==> src/rtl/ib_div_16x8_rs.sv <==
// ---------------------------------------------------------------------------
// ib_div_16x8_rs
// Sequential restoring unsigned divider: 16-bit dividend / 8-bit divisor.
// One quotient bit is retired per clock. The latency is fixed: o_done pulses
// in the 17th cycle after the accepting edge. A new operation may start
// directly from DONE, giving one result every 17 cycles.
//
// Ports:
//   i_clk    clock, all state on rising edge
//   i_rst    asynchronous active-high reset
//   i_start  start request, accepted in IDLE or DONE
//   i_a      dividend, captured on the accepting edge
//   i_b      divisor, captured on the accepting edge
//   o_q      quotient (registered, holds the last result)
//   o_r      remainder (registered, holds the last result)
//   o_dz     divide-by-zero flag for the published result
//   o_busy   high while iterating (RUN)
//   o_done   one-cycle pulse when a fresh result is on o_q/o_r/o_dz
// ---------------------------------------------------------------------------
module ib_div_16x8_rs (
  input  logic        i_clk,
  input  logic        i_rst,
  input  logic        i_start,
  input  logic [15:0] i_a,
  input  logic [7:0]  i_b,
  output logic [15:0] o_q,
  output logic [7:0]  o_r,
  output logic        o_dz,
  output logic        o_busy,
  output logic        o_done
);

  typedef enum logic [1:0] {S_IDLE, S_RUN, S_DONE} state_t;

  state_t      r_state;
  state_t      w_next;

  logic [15:0] r_a;     // dividend shift register, MSB feeds the partial
  logic [7:0]  r_b;     // captured divisor
  logic [7:0]  r_part;  // partial remainder between iterations
  logic [15:0] r_qs;    // quotient shift register
  logic [3:0]  r_cnt;   // iterations remaining minus one
  logic [15:0] r_q;
  logic [7:0]  r_r;
  logic        r_dz;

  logic        w_accept;
  logic        w_last;
  logic [8:0]  w_p;
  logic        w_ge;
  logic [8:0]  w_part_nxt;
  logic [15:0] w_qs_nxt;

  assign w_accept = i_start && (r_state != S_RUN);
  assign w_last   = (r_state == S_RUN) && (r_cnt == 4'd0);

  // The compare/subtract is done at 9 bits so it cannot overflow. After a
  // successful subtract the result is below the divisor, and without one
  // p[8] was already 0 (partial < divisor), so the stored partial always
  // fits in 8 bits.
  assign w_p        = {r_part, r_a[15]};
  assign w_ge       = (w_p >= {1'b0, r_b});
  assign w_part_nxt = w_ge ? (w_p - {1'b0, r_b}) : w_p;
  assign w_qs_nxt   = {r_qs[14:0], w_ge};

  // State register
  always_ff @(posedge i_clk or posedge i_rst) begin
    if (i_rst) r_state <= S_IDLE;
    else       r_state <= w_next;
  end

  // Next-state logic
  always_comb begin
    w_next = r_state;
    case (r_state)
      S_IDLE:  if (i_start) w_next = S_RUN;
      S_RUN:   if (r_cnt == 4'd0) w_next = S_DONE;
      S_DONE:  w_next = i_start ? S_RUN : S_IDLE;
      default: w_next = S_IDLE;
    endcase
  end

  // Output logic
  always_comb begin
    o_busy = (r_state == S_RUN);
    o_done = (r_state == S_DONE);
  end

  // Datapath: capture, iterate, and publish on the final iteration
  always_ff @(posedge i_clk or posedge i_rst) begin
    if (i_rst) begin
      r_a    <= '0;
      r_b    <= '0;
      r_part <= '0;
      r_qs   <= '0;
      r_cnt  <= '0;
      r_q    <= '0;
      r_r    <= '0;
      r_dz   <= 1'b0;
    end else if (w_accept) begin
      r_a    <= i_a;
      r_b    <= i_b;
      r_part <= '0;
      r_qs   <= '0;
      r_cnt  <= 4'd15;
    end else if (r_state == S_RUN) begin
      r_a    <= {r_a[14:0], 1'b0};
      r_part <= w_part_nxt[7:0];
      r_qs   <= w_qs_nxt;
      r_cnt  <= r_cnt - 4'd1;
      if (w_last) begin
        // With a zero divisor every compare succeeds and nothing is ever
        // subtracted, so the partial ends holding dividend[7:0]; only the
        // quotient is forced explicitly.
        r_dz <= (r_b == 8'd0);
        r_q  <= (r_b == 8'd0) ? 16'hFFFF : w_qs_nxt;
        r_r  <= w_part_nxt[7:0];
      end
    end
  end

  assign o_q  = r_q;
  assign o_r  = r_r;
  assign o_dz = r_dz;

endmodule

==> config.mk <==
export PLATFORM = sky130hd
export DESIGN_NAME = ib_div_16x8_rs
export DESIGN_NICKNAME = d
export VERILOG_FILES = /design/src/rtl/ib_div_16x8_rs.sv
export SDC_FILE = /design/constraint.sdc
export NUM_CORES = 1
export LEC_CHECK = 0
export CAP_MARGIN = 15
export CORE_MARGIN = 3
export CORE_UTILIZATION = 35
export DETAILED_ROUTE_END_ITERATION = 16
export GPL_ROUTABILITY_DRIVEN = 0
export PLACE_DENSITY = 0.66
export SLEW_MARGIN = 10
export SYNTH_ARGS = -nofsm -noshare
export SYNTH_HDL_FRONTEND = slang
export SYNTH_SLANG_ARGS = --single-unit
export TNS_END_PERCENT = 10
==> constraint.sdc <==
create_clock -name i_clk -period 3.35 [get_ports i_clk]
set_input_delay 0.5025 -clock i_clk [delete_from_list [all_inputs] [get_ports i_clk]]
set_output_delay 0.5025 -clock i_clk [all_outputs]
set_load 0.05 [all_outputs]
==> metrics <==
CP max-delay cell=dfrtp_1; top-area cell type share of the netlist area=0.530; FF+latch count, synth=78; Fin. Hold Viols=0; Critical path buffers and inverters=2; LEAKAGE=between 1.5 and 2 nW; Port Buffer Count=53; DR iter-0 viols=~150; dominant synthesized flop cell=dfrtp_1; IO Count=between 50 and 60; worst hold margin=between 0.4 and 0.5 ns; WL final=between 8000 and 9000 um; post-synthesis cell count=between 300 and 400; share of cells above drive strength 1=0.107; CTS hold repair buffers=0; synth unique cells=55; Die H=between 100 and 150 um; CP startpoint kind=flop; wire length on met3=404 um; Ys Warns=0; largest net degree at the start of global routing=slightly below 80; pin slew with the least headroom to its limit=0.791 ns; Layout area overhead=24.1%; max cap viols=0; top post-synthesis cells by area=dfrtp_1, nand2_1, o21ai_0, mux2i_1, o22a_1; Async SR Flop Fraction=1.00; top-count cell post-synth=dfrtp_1; status=completed; Crit path top cell by count=inv_1; Post-CTS Resized=0; Pwr Density=between 1000 and 1500 nW/um^2; setup TNS=0 ns; FMAX=431 MHz; clock latency on the worst-skew pair=between 0.3 and 0.4 ns; top post-synthesis cells by count=dfrtp_1, nand2_1, o21ai_0; Setup crit end kind=flop; Num CTS Buffers=9; CP required=approximately 3.6 ns; Reg clk slew, reported paths=around 0.080 ns; CP Class=flop to flop; Max Used Layer=met4; post-synthesis sequential area ratio=0.530; Final #Nets=around 450; Vias=roughly 2900; first-pass GRT wire length=14100 um; vias in the first global route=between 2000 and 3000; Critical Path, Cell by Cell=inv_1 > ha_1 > inv_1 > fa_1 > a211o_1 > a2111oi_2 > a41oi_1 > a22o_1 > a21oi_1; RSZ-0062 raised after global routing=false; die width=between 100 and 150 um; worst min path class=flop to flop; syn_nets=slightly below 400; CORE AREA=~10000 sq um; num rows=36; setup bufs post-CTS=0; critical path arrival=2.59 ns; Die Area=11800 sq um; Setup violations, final=0; WL met2=between 3000 and 4000 um; Max IR drop VDD=0.451 mV; min cycle time layout=roughly 2.3 ns; Initial Util=0.368; # H-tree levels=3; Avg Vias per Cell=between 5 and 6; placed insts=530; number of flops mapped to enable cells by yosys=0; Avg Inst Size Synth=approximately 10 sq um; drc violations=0; Final period util=0.692; met1 WL=approximately 3800 um; Slew headroom=0.473; CTS Sinks=78; buffer depth of the longest clock path=2; CP peak stage delay=around 0.43 ns; Tot Pwr=~0.0054 W; # diodes=0; worst clock skew=approximately 0.01 ns; Synth area leader=dfrtp_1; Slew Viols, Final=0; initial antenna violation count=0; Crit path max-delay family=compound AO/OA/AOI/OAI gates; Clock Tree Root=clkbuf_8; drt first pass iters=5; HPWL Detailed=approximately 5700 um; GRT Overall Usage=0.153; GR Overflow Total=0; number of routed nets with antenna violations=0; Max FO, Critical Path=4; Non-Filler Instances=roughly 550; Netlist Area Pre-Place=3680 sq um; WL/cell=about 15 um; TritonCTS clock tree=done
==> cell type report <==
type                    count  area, sq um
flip-flops and latches     78         1950
repair buffers             59          586
inverters                  16         60.1
clock buffers              10          138
fillers                   979         5430
clock inverters             6         91.3
well taps                 133          166
multi-input cells         244         1570
==> worst reg2reg max path, cell delays in order (launching register included) <==
cell and delay [ns]:
dfrtp_1 0.43, inv_1 0.08, ha_1 0.15, inv_1 0.05
fa_1 0.40, a211o_1 0.33, a2111oi_2 0.37, a41oi_1 0.08
a22o_1 0.21, a21oi_1 0.15
==> path summary, 6_finish.rpt <==
| kind | from | endpoint | slack [ns] | cells after the start |
|---|---|---|---|---|
| max in group asynchronous | i_rst | r_b[7] | 2.47 | 3 |
| min in group asynchronous | i_rst | r_a[6] | 0.55 | 3 |
| hold / removal | r_a[9] | r_a[10] | 0.49 | 2 |
| setup / recovery | r_a[15] | r_part[6] | 1.03 | 9 |
| setup reg to reg | r_a[15] | r_part[6] | 1.03 | 9 |
| hold reg to reg | r_a[9] | r_a[10] | 0.49 | 2 |
==> cells in the final DEF (no fill, tap or decap), drive strengths merged, types with 3 or more instances in the layout <==
cell	count
nor2	15
nand3	11
inv	18
clkbuf	10
a211o	3
nand4	4
mux2i	16
o31ai	4
mux2	8
a21oi	14
ha	9
buf	7
a21o	3
nand2	56
o21ai	37
a31oi	8
or3	3
o22a	15
nor3	4
dfrtp	78
clkdlybuf4s50	52
==> metal layers <==
metal | track usage | up-vias
met5 | 0 | -
met4 | 0.0730 | 0
met3 | 0.0263 | 8
met2 | 0.237 | 84
met1 | 0.208 | 1440
li1 | - | 1388
==> metrics by stage <==
step	utilization	setup WS (ns)	instance area (sq um)
finish	0.457	1.03	4570
global route	0.457	0.812	4570
CTS	0.457	1.03	4570
detailed placement	0.434	1.05	4340
global placement	0.434	1.12	4340
floorplan	-	0.852	3680
==> registers in the layout (all words and copies together) (netlist names) <==
signal / cells
r_cnt: 4
r_b: 8
o_dz: 1
r_state: 2
o_q: 16
r_part: 8
o_r: 8
r_qs: 15
r_a: 16
==> power breakdown <==
part | internal, W | switching (W) | total (W)
logic | 0.00111 | 0.00176 | 0.00286
clock network | 0.000447 | 0.000360 | 0.000806
registers | 0.00140 | 0.000324 | 0.00172
==> cells by family (layout without fill, tap and decap cells) <==
kind of cell	count (synthesis)	count (layout)	synth area share
and+or+nand+nor	105	105	0.130
muxes	24	24	0.0680
buffers and inverters	36	91	0.0422
adders and majority gates	10	10	0.0360
DFF	78	78	0.530
AOI/OAI and AO/OA	103	103	0.189
xor gates and xnor gates	2	2	0.00476
(Power assumes the default switching activity.)
